File: src/rtl/forward_stall_unit.sv
// Operand forwarding, WB-to-ID bypass and stall generation for an in-order
// pipeline. It also tracks a single outstanding multi-cycle mul/div operation.
module forward_stall_unit #(
  parameter int ADDR_W   = 5,
  parameter int MD_LAT   = 32,
  parameter int ZERO_FWD = 0
) (
  input  logic              CLK,
  input  logic              RESET,
  input  logic [ADDR_W-1:0] ID_RS1,
  input  logic [ADDR_W-1:0] ID_RS2,
  input  logic              ID_USE1,
  input  logic              ID_USE2,
  input  logic              ID_MD,
  input  logic [ADDR_W-1:0] EX_RD,
  input  logic [ADDR_W-1:0] MEM_RD,
  input  logic [ADDR_W-1:0] WB_RD,
  input  logic              EX_WE,
  input  logic              MEM_WE,
  input  logic              WB_WE,
  input  logic              EX_LOAD,
  input  logic              MD_START,
  input  logic [ADDR_W-1:0] MD_RD,
  output logic [1:0]        FWD1_SEL,
  output logic [1:0]        FWD2_SEL,
  output logic              ID1_BYP,
  output logic              ID2_BYP,
  output logic              STALL,
  output logic              MD_BUSY,
  output logic              MD_DONE,
  output logic              MD_OVERRUN
);

  localparam int CNT_W = $clog2(MD_LAT + 1);

  logic [CNT_W-1:0]  cnt_q, cnt_d;
  logic [ADDR_W-1:0] pend_rd_q, pend_rd_d;
  logic              md_done_q, md_done_d;
  logic              overrun_q, overrun_d;
  logic [1:0]        fwd1_q, fwd1_d;
  logic [1:0]        fwd2_q, fwd2_d;
  logic              load_haz, md_haz;

  // Register 0 is hard-wired to zero unless ZERO_FWD asks for it to match.
  function automatic logic match(input logic [ADDR_W-1:0] a,
                                 input logic [ADDR_W-1:0] b);
    return (a == b) && ((ZERO_FWD != 0) || (a != '0));
  endfunction

  // The EX producer is newer than the MEM producer, so it wins. A load in EX
  // has no data yet; that case is handled by the stall.
  function automatic logic [1:0] fwd_sel(input logic use_rs,
                                         input logic [ADDR_W-1:0] rs);
    if (use_rs && EX_WE && !EX_LOAD && match(EX_RD, rs))
      return 2'b10;
    else if (use_rs && MEM_WE && match(MEM_RD, rs))
      return 2'b01;
    else
      return 2'b00;
  endfunction

  // Combinational bypass and hazard detection
  always_comb begin
    ID1_BYP  = WB_WE && match(WB_RD, ID_RS1);
    ID2_BYP  = WB_WE && match(WB_RD, ID_RS2);
    MD_BUSY  = (cnt_q != '0);
    load_haz = EX_LOAD && EX_WE &&
               ((ID_USE1 && match(EX_RD, ID_RS1)) ||
                (ID_USE2 && match(EX_RD, ID_RS2)));
    md_haz   = (MD_BUSY || md_done_q) &&
               (ID_MD || (ID_USE1 && match(pend_rd_q, ID_RS1)) ||
                         (ID_USE2 && match(pend_rd_q, ID_RS2)));
    STALL    = load_haz || md_haz;
  end

  // Next-state for the forwarding selects and the mul/div tracker
  always_comb begin
    fwd1_d    = 2'b00;
    fwd2_d    = 2'b00;
    cnt_d     = cnt_q;
    pend_rd_d = pend_rd_q;
    md_done_d = (cnt_q == CNT_W'(1));
    overrun_d = overrun_q;
    // A stalled edge injects a bubble into EX, which must not forward.
    if (!STALL) begin
      fwd1_d = fwd_sel(ID_USE1, ID_RS1);
      fwd2_d = fwd_sel(ID_USE2, ID_RS2);
    end
    if (cnt_q != '0) begin
      cnt_d = cnt_q - CNT_W'(1);
      if (MD_START)
        overrun_d = 1'b1;
    end else if (MD_START) begin
      // Also taken in the done cycle, which replaces the old destination.
      cnt_d     = CNT_W'(MD_LAT);
      pend_rd_d = MD_RD;
    end else if (md_done_q) begin
      pend_rd_d = '0;
    end
  end

  // State registers; reset aborts any outstanding mul/div
  always_ff @(posedge CLK or posedge RESET) begin
    if (RESET) begin
      fwd1_q    <= 2'b00;
      fwd2_q    <= 2'b00;
      cnt_q     <= '0;
      pend_rd_q <= '0;
      md_done_q <= 1'b0;
      overrun_q <= 1'b0;
    end else begin
      fwd1_q    <= fwd1_d;
      fwd2_q    <= fwd2_d;
      cnt_q     <= cnt_d;
      pend_rd_q <= pend_rd_d;
      md_done_q <= md_done_d;
      overrun_q <= overrun_d;
    end
  end

  assign FWD1_SEL   = fwd1_q;
  assign FWD2_SEL   = fwd2_q;
  assign MD_DONE    = md_done_q;
  assign MD_OVERRUN = overrun_q;

endmodule

File: config.mk
export PLATFORM = sky130hd
export DESIGN_NAME = forward_stall_unit
export DESIGN_NICKNAME = d
export VERILOG_FILES = /design/src/rtl/forward_stall_unit.sv
export SDC_FILE = /design/constraint.sdc
export NUM_CORES = 1
export LEC_CHECK = 0
export ABC_AREA = 1
export CORE_MARGIN = 2
export CORE_UTILIZATION = 25
export CTS_BUF_LIST = sky130_fd_sc_hd__clkbuf_8
export DETAILED_ROUTE_END_ITERATION = 10
export SKIP_CTS_REPAIR_TIMING = 1
export SKIP_LAST_GASP = 1
export SLEW_MARGIN = 20
export SYNTH_ARGS = -nofsm -noshare
export SYNTH_HDL_FRONTEND = slang
export SYNTH_SLANG_ARGS = --single-unit
File: constraint.sdc
create_clock -name CLK -period 2.3 [get_ports CLK]
set_input_delay 0.345 -clock CLK [delete_from_list [all_inputs] [get_ports CLK]]
set_output_delay 0.345 -clock CLK [all_outputs]
set_load 0.02 [all_outputs]
==> run summary, run 1 <==
WL per Instance -> 11.8 microns
DR vias -> 1,742
Async S/R FF share, synth -> 100%
area grow syn2layout -> 58.0%
R2R cell count -> 10
part of the power in registers -> 35.4%
FF-to-FF setup slack -> 640 ps
Leak -> 0.00119 uW
Yosys reg bits -> 17
vias per cell -> 4.55
main flop type after synthesis -> dfrtp_1
area of the core -> 5570 sq um
Ys Warns -> 0
post-route cell area -> 2300 sq um
clock network power share -> 15.9%
Max FO, Critical Path -> 6
capturing point of the worst reg2reg path -> FWD2_SEL[0]
final slew viol count -> 0
Least-Margin Pin Slew -> 631 ps
Net Sw Frac -> 41.5%
Post-Route M1 WL -> 2.16 mm
outcome -> complete, no violations
type of the worst setup path -> input port to primary output
Placement Cell Area -> 2240 sq um
fmax -> 456 MHz
Cell variety after synth -> 28
largest net degree at the start of global routing -> 18
fraction of layout cells with a size suffix above 1 -> 13.5%
Post-Syn Instances -> 232
Synth Cell Area -> 1460 sq um
commonest non-fill, non-tap cell in the layout -> nand2_1
Rows -> 27
Place WS -> -347 ps
Die Y -> 80.3 microns
hpwl dp -> 3.77 mm
Internal Pwr Total -> 810 uW
crit path DAT -> 1850 ps
capture point of the critical path -> STALL
number of synthesized flops with an enable pin -> 0
clock buffer count from CTS -> 3
Reg clk slew, reported paths -> 70 ps
Setup violations, final -> 0
final setup margin -> 108 ps
die area -> 6450 sq um
clock latency at the later pin of the worst-skew pair -> 250 ps
Detailed Routing Iterations Pass 1 -> 4
CTS Sinks -> 17
maximum clock path buffer count -> 2
total chip power -> 1380 uW
DRT antenna net count -> 0
Crit-path slowest cell -> clkdlybuf4s50_1
CTS tree -> done
sequential share of the synthesized area -> 29.2%
syn nets -> 275
Iter 0 DRT Violations -> 97
DRC -> 0
effective utilization at floorplan -> 26.1%
Max-Cap Viols -> 0
Buffers on Ports -> 49
grt total ovfl -> 0
total track usage -> 14.7%
HP Class -> input port to async pin
relative slew slack -> 57.9%
P per Cell Area -> 602 nW/um^2
clk_skew -> 9.36 ps
RD Place Congestion -> 0.925
DR WL met2 -> 2.04 mm
most used cell, CP -> nand2_1
crit path time final -> 2190 ps
Critical Path RT -> 1960 ps
reg-to-reg startpoint -> cnt_q[0]
I/O pins -> 50
first-pass GRT wire length -> 7.53 mm
CTS root buf -> clkbuf_8
Psw -> 574 uW
Worst IR Drop VDD -> 0.000430 V
Max Used Layer -> met4
chip width -> 80.3 microns
Final nets -> 355
H-tree levels -> 1
antenna cells -> 0
crit start category -> input port
Slowest Stage Delay on Critical Path -> 640 ps
combinational share of power -> 48.8%
final WL -> 4.54 mm
Setup crit end kind -> primary output
final period utilization -> 95.3%
antenna violations before repair -> 0
Syn Area/Cell -> 6.27 sq um
RSZ-0062 raised after global routing -> true
CP cell instances -> clkdlybuf4s50_1, xnor2_1, nand3_1, nor2_1, nand2_1, nand2_1, nand2_1, nand2_4, dlymetal6s2s_1
most frequent cells in the layout -> nand2_1 (68), clkdlybuf4s50_1 (43), inv_1 (40)
metal3 WL -> 301 microns
vias in the first global route -> 1,662
Fin. Hold Viols -> 0
Critical path origin -> ID_RS2[4]
[cells by family (layout without fill, tap and decap cells)]
logic type | after synthesis | count (layout) | synth area share, %
buffers and inverters | 44 | 123 | 11.4
xor gates and xnor gates | 8 | 8 | 4.81
DFF | 17 | 17 | 29.2
AOI/OAI and AO/OA | 28 | 28 | 11.8
and+or+nand+nor | 132 | 132 | 40.2
adders and majority gates | 3 | 3 | 2.58
[power groups by stage]
stage / combinational (uW) / clock, uW / sequential, uW
floorplan: 422 / 0 / 480
global placement: 659 / 0 / 493
detailed placement: 675 / 0 / 493
CTS: 678 / 225 / 489
global route: 776 / 237 / 505
finish: 675 / 220 / 490
[layer usage]
layer / GRT usage, % / vias to the layer above
met5: 0 / -
met2: 23.8 / 63
met4: 3.22 / 0
met3: 1.91 / 4
met1: 20.8 / 776
li1: - / 899
[critical path: cells and delay by family]
family | cells | cell delay [ps]
AND/OR/NAND/NOR | 6 | 480
buffers and inverters | 2 | 860
XOR/XNOR | 1 | 160
[per-stage QoR]
step                cells  util [%]  TNS (ps)  hold slack, ps
CTS                   383      41.0      -808             465
finish                383      41.3         0             465
global route          383      41.3     -55.7             508
global placement      379      40.2      -795             444
floorplan             232         -         0             271
detailed placement    379      40.2      -768             444
[worst min-delay path by stage]
stage | from | cells after the start | end | slack (ps)
2_1_floorplan | RESET | 1 | FWD1_SEL[0] | 270
3_3_place_gp | MD_OVERRUN | 1 | MD_OVERRUN | 440
3_5_place_dp | MD_OVERRUN | 1 | MD_OVERRUN | 440
4_1_cts | MD_OVERRUN | 1 | MD_OVERRUN | 460
5_1_grt | MD_OVERRUN | 1 | MD_OVERRUN | 510
6_report | RESET | 2 | FWD1_SEL[1] | 470
[flip-flops by register name (all words and copies together), names as in the netlist]
name,cells
cnt_q,6
FWD2_SEL,2
MD_DONE,1
pend_rd_q,5
FWD1_SEL,2
MD_OVERRUN,1
[final cells by class]
cell class	count	area (sq um)
Timing Repair Buffer	77	716
Clock inverter	1	5.00
Multi-Input combinational cell	171	865
Tap cell	72	90.1
Fill cell	577	3270
Clock buffer	3	41.3
Sequential cell	17	425
Inverter	42	158
[synth_stat cells, drive strengths merged, types with 3 or more instances]
cell type	number	share of area (%)
a21oi	3	1.0
dfrtp	17	29
ha	3	2.6
inv	42	11
nand2	70	19
nand3	15	5.2
nand4	5	2.1
nor2	31	9.2
nor3	7	3.2
o2111ai	3	1.8
o21ai	11	3.8
o22ai	5	2.1
xnor2	4	2.4
xor2	4	2.4
(Power assumes the default switching activity.)
==> run 2, diff against run 1 <==
==> constraint.sdc (replaced) <==
create_clock -name CLK -period 2.5 [get_ports CLK]
set_input_delay 0.5 -clock CLK [delete_from_list [all_inputs] [get_ports CLK]]
set_output_delay 0.5 -clock CLK [all_outputs]
set_load 0.02 [all_outputs]
==> run summary, run 2 (synthesis results as in run 1) <==
area grow syn2layout -> 57.5%
fillcell total -> 569 (-1.4%)
Max-Cap Viols -> 0 (unchanged)
clock buffer count from CTS -> 3 (unchanged)
Iter 0 DRT Violations -> 91 (-6.2%)
DRC -> 0 (unchanged)
crit path DAT -> 2000 ps (+150 ps)
antenna violations before repair -> 0 (unchanged)
effective utilization at floorplan -> 26.1% (unchanged)
Reg clk slew, reported paths -> 60 ps (about the same)
combinational share of power -> 48.6% (-0.2 points)
I/O pins -> 50 (unchanged)
final slew viol count -> 0 (unchanged)
most frequent cells in the layout -> nand2_1 (68), clkdlybuf4s50_1 (43), inv_1 (40)
Slowest Stage Delay on Critical Path -> 570 ps (-70 ps)
clock latency at the later pin of the worst-skew pair -> 250 ps (about the same)
final WL -> 4.49 mm (-0.97%)
DR vias -> 1,714 (-1.6%)
HP Class -> register to register
RD Place Congestion -> 0.925 (unchanged)
Max FO, Critical Path -> 4 (-2)
Leak -> 0.00117 uW (-1.4%)
P per Cell Area -> 556 nW/um^2 (-7.7%)
Internal Pwr Total -> 745 uW (-8.1%)
Util after Layout -> 41.1% (-0.13 points)
vias in the first global route -> 1,620 (-2.5%)
crit path time final -> 2500 ps
Setup crit end kind -> primary output
final period utilization -> 100%
Net Sw Frac -> 41.5% (about the same)
vias per cell -> 4.48 (-1.6%)
first-pass GRT wire length -> 7.33 mm (-2.6%)
total track usage -> 14.5% (-0.16 points)
Worst IR Drop VDD -> 0.000445 V (+3.6%)
Detailed Routing Iterations Pass 1 -> 4 (unchanged)
CTS tree -> done
WL per Instance -> 11.7 microns (-0.97%)
clock network power share -> 16.0% (about the same)
Die Y -> 80.3 microns (unchanged)
CP cell instances -> clkdlybuf4s50_1, inv_1, nand2_1, o211ai_1, nor2_1, nand2_1, nand2_1, nand2_1, nand2_4, dlymetal6s2s_1
CTS Sinks -> 17 (unchanged)
fraction of layout cells with a size suffix above 1 -> 13.8% (+0.32 points)
Setup violations, final -> 1 (+1)
largest net degree at the start of global routing -> 18 (unchanged)
type of the worst setup path -> input port to primary output
maximum clock path buffer count -> 2 (unchanged)
Critical Path RT -> 2000 ps (+40 ps)
relative slew slack -> 57.8% (about the same)
most used cell, CP -> nand2_1
part of the power in registers -> 35.5% (about the same)
chip width -> 80.3 microns (unchanged)
commonest non-fill, non-tap cell in the layout -> nand2_1
Buffers on Ports -> 49 (unchanged)
die area -> 6450 sq um (unchanged)
Rows -> 27 (unchanged)
DRT antenna net count -> 0 (unchanged)
Final nets -> 355 (unchanged)
WP buf/inv -> 3 (+1)
Biggest register -> cnt_q
Crit-path slowest cell -> clkdlybuf4s50_1
hpwl dp -> 3.70 mm (-1.7%)
Least-Margin Pin Slew -> 632 ps (+0.862 ps)
delay-heaviest family, CP -> buffers and inverters
grt total ovfl -> 0 (unchanged)
crit start category -> input port
max reg flops -> 6 (unchanged)
outcome -> finished with violations
clk_skew -> 2.48 ps (-6.88 ps)
antenna cells -> 0 (unchanged)
failing checks -> setup timing
final setup margin -> -2.46 ps (-111 ps)
CTS root buf -> clkbuf_8
Largest regs -> cnt_q (6), pend_rd_q (5)
RSZ-0062 raised after global routing -> true
H-tree levels -> 1 (unchanged)
Psw -> 529 uW (-7.9%)
fmax -> 400 MHz
final setup TNS -> -2.46 ps (-2.46 ps)
area of the core -> 5570 sq um (unchanged)
Fin. Hold Viols -> 0 (unchanged)
==> run 2: changes by cell type in the layout (fill, tap and decap cells not counted) <==
cell	previous run	this run
dlymetal6s2s_1	6	5
clkbuf_2	0	1
==> run 2: through the flow <==
stage                     total power (uW)  hold slack (ps)  instances  cell area, sq um  setup slack [ps]
after global placement                1060              444        379              2240              -478
after floorplan                        830              426        232              1460               424
after CTS                             1290              466        383              2280              -479
after detailed placement              1070              444        379              2240              -473
after global routing                  1390              509        383              2290              -179
final                                 1270              462        383              2290             -2.46
==> run 2: area by class of cell <==
| cell class | instances | area (sq um) | area share [%] |
|---|---|---|---|
| sequential | 17 | 425 | 18.6 |
| inverter | 42 | 158 | 6.88 |
| clock buffer | 3 | 41.3 | 1.80 |
| timing repair buffer | 77 | 708 | 30.9 |
| clock inverter | 1 | 5.00 | 0.218 |
| tap | 72 | 90.1 | 3.93 |
| multi-input combinational | 171 | 865 | 37.7 |
==> run 2: worst paths after layout <==
check / to / slack [ps] / cells after the start / from
setup / recovery: STALL / -2 / 10 / ID_RS1[0]
hold / removal: MD_OVERRUN / 460 / 1 / MD_OVERRUN
setup reg to reg: FWD1_SEL[1] / 860 / 10 / cnt_q[0]
hold reg to reg: MD_OVERRUN / 460 / 1 / MD_OVERRUN
max in group asynchronous: pend_rd_q[0] / 1460 / 2 / RESET
min in group asynchronous: FWD1_SEL[1] / 630 / 2 / RESET
==> run 2: power by group through the flow <==
stage                     Combinational (uW)  Sequential (uW)  Clock (uW)
after floorplan                          389              441           0
after global placement                   606              453           0
after detailed placement                 621              453           0
after CTS                                624              449         213
after global routing                     711              464         220
final                                    618              452         203
==> run 2: layer usage <==
layer	GRT usage [%]	vias up	wire (microns)
li1	-	899	-
met1	19.9	755	2160
met2	23.2	56	1950
met3	3.26	4	348
met4	3.56	0	32
met5	0	-	0
==> run 3, diff against run 2 <==
--- a/config.mk
+++ b/config.mk
@@ -10,6 +10,7 @@
 export CORE_UTILIZATION = 25
 export CTS_BUF_LIST = sky130_fd_sc_hd__clkbuf_8
 export DETAILED_ROUTE_END_ITERATION = 10
+export PLACE_DENSITY_LB_ADDON = 0.1
 export SKIP_CTS_REPAIR_TIMING = 1
 export SKIP_LAST_GASP = 1
 export SLEW_MARGIN = 20
==> run summary, run 3 (synthesis results as in run 1) <==
outcome -> finished with violations
failing checks -> setup timing
placed cells -> 381 (+0.53%)
area grow syn2layout -> 58.8%
combinational share of power -> 48.3% (-0.3 points)
fillcell total -> 602 (+5.8%)
Largest regs -> cnt_q (6), pend_rd_q (5)
antenna cells -> 0 (unchanged)
die area -> 6450 sq um (unchanged)
vias in the first global route -> 1,624 (+0.25%)
Worst IR Drop VDD -> 0.000346 V (-22%)
Final Hold Slack -> 466 ps (+3.30 ps)
hpwl dp -> 3.85 mm (+3.9%)
Internal Pwr Total -> 744 uW (about the same)
grt total ovfl -> 0 (unchanged)
Critical Path RT -> 2000 ps (about the same)
Buffers on Ports -> 49 (unchanged)
chip width -> 80.3 microns (unchanged)
clock latency at the later pin of the worst-skew pair -> 250 ps (about the same)
Setup crit end kind -> primary output
final slew viol count -> 0 (unchanged)
type of the worst setup path -> input port to primary output
antenna violations before repair -> 0 (unchanged)
clock network power share -> 15.9% (about the same)
clock buffer count from CTS -> 3 (unchanged)
RSZ-0062 raised after global routing -> true
Net Sw Frac -> 41.1% (-0.40 points)
Finished Layout Cells -> 385 (+0.52%)
Max FO, Critical Path -> 6 (+2)
Psw -> 520 uW (-1.7%)
DRT antenna net count -> 0 (unchanged)
final setup margin -> -0.625 ps (+1.84 ps)
CTS Sinks -> 17 (unchanged)
DR vias -> 1,694 (-1.2%)
H-tree levels -> 1 (unchanged)
Leak -> 0.00117 uW (about the same)
first-pass GRT wire length -> 7.69 mm (+4.9%)
crit path time final -> 2500 ps (-1.84 ps)
CTS tree -> done
vias per cell -> 4.40 (-1.7%)
HP Class -> register to register
part of the power in registers -> 35.8% (+0.3 points)
maximum clock path buffer count -> 2 (unchanged)
Final nets -> 357 (+0.56%)
Place WS -> -479 ps (-6.12 ps)
Max-Cap Viols -> 0 (unchanged)
WL per Instance -> 12.0 microns (+2.2%)
DRC -> 0 (unchanged)
commonest non-fill, non-tap cell in the layout -> nand2_1
fraction of layout cells with a size suffix above 1 -> 14.7% (+0.87 points)
final WL -> 4.61 mm (+2.7%)
total track usage -> 15.3% (+0.77 points)
Iter 0 DRT Violations -> 72 (-21%)
effective utilization at floorplan -> 26.1% (unchanged)
Setup violations, final -> 1 (unchanged)
Fin. Hold Viols -> 0 (unchanged)
RD Place Congestion -> 0.851 (-8.0%)
fmax -> 400 MHz (about the same)
Rows -> 27 (unchanged)
Die Y -> 80.3 microns (unchanged)
largest net degree at the start of global routing -> 18 (unchanged)
area of the core -> 5570 sq um (unchanged)
relative slew slack -> 56.2% (-1.6 points)
crit start category -> input port
final period utilization -> 100% (about the same)
CTS root buf -> clkbuf_8
final setup TNS -> -0.625 ps (+1.84 ps)
Biggest register -> cnt_q
P per Cell Area -> 547 nW/um^2 (-1.6%)
most frequent cells in the layout -> nand2_1 (68), clkdlybuf4s50_1 (44), inv_1 (40)
I/O pins -> 50 (unchanged)
Least-Margin Pin Slew -> 656 ps (+24.3 ps)
max reg flops -> 6 (unchanged)
crit path DAT -> 2000 ps (about the same)
Detailed Routing Iterations Pass 1 -> 4 (unchanged)
clk_skew -> 7.47 ps (+4.99 ps)
Reg clk slew, reported paths -> 70 ps (about the same)
run 3: critical path, cell delays in order:
cell             delay, ps
clkdlybuf4s50_1        630
xnor2_1                170
nand3_1                 80
nor2_1                 130
nand2_1                 70
nand2_1                 60
nand2_1                 70
nand2_4                 70
dlymetal6s2s_1         210
run 3: power groups by stage:
| stage | Sequential, uW | Combinational [uW] | Clock [uW] |
|---|---|---|---|
| 2_1_floorplan | 441 | 389 | 0 |
| 3_3_place_gp | 456 | 614 | 0 |
| 3_5_place_dp | 455 | 618 | 0 |
| 4_1_cts | 452 | 621 | 215 |
| 5_1_grt | 468 | 706 | 228 |
| 6_report | 452 | 611 | 201 |
run 3: per-layer routing:
layer  global-route usage, %  wire length, microns
met5                       0                     0
met4                    3.05                    26
met3                    3.48                   338
met2                    23.8                  1970
met1                    21.7                  2280
run 3: through the flow:
step	instance area, sq um	util, %	total power, uW
2_1_floorplan	1460	-	830
3_3_place_gp	2250	40.4	1070
3_5_place_dp	2250	40.4	1070
4_1_cts	2300	41.3	1290
5_1_grt	2310	41.5	1400
6_report	2310	41.5	1260
run 3: layout make-up:
class                   count  area [sq um]  area share [%]
multi-input cells         171           871            37.7
repair buffers             79           721            31.2
flip-flops and latches     17           425            18.4
inverters                  42           158            6.82
well taps                  72          90.1            3.90
clock buffers               3          41.3            1.79
clock inverters             1          5.00           0.217
run 3: worst paths after layout:
kind | start | end | slack [ps] | depth (start not counted)
min reg2reg | MD_OVERRUN | MD_OVERRUN | 470 | 1
min in group asynchronous | RESET | cnt_q[2] | 640 | 2
min | MD_OVERRUN | MD_OVERRUN | 470 | 1
max in group asynchronous | RESET | cnt_q[5] | 1440 | 2
max reg2reg | cnt_q[0] | FWD1_SEL[0] | 910 | 10
max | ID_RS2[4] | STALL | -0.6 | 9
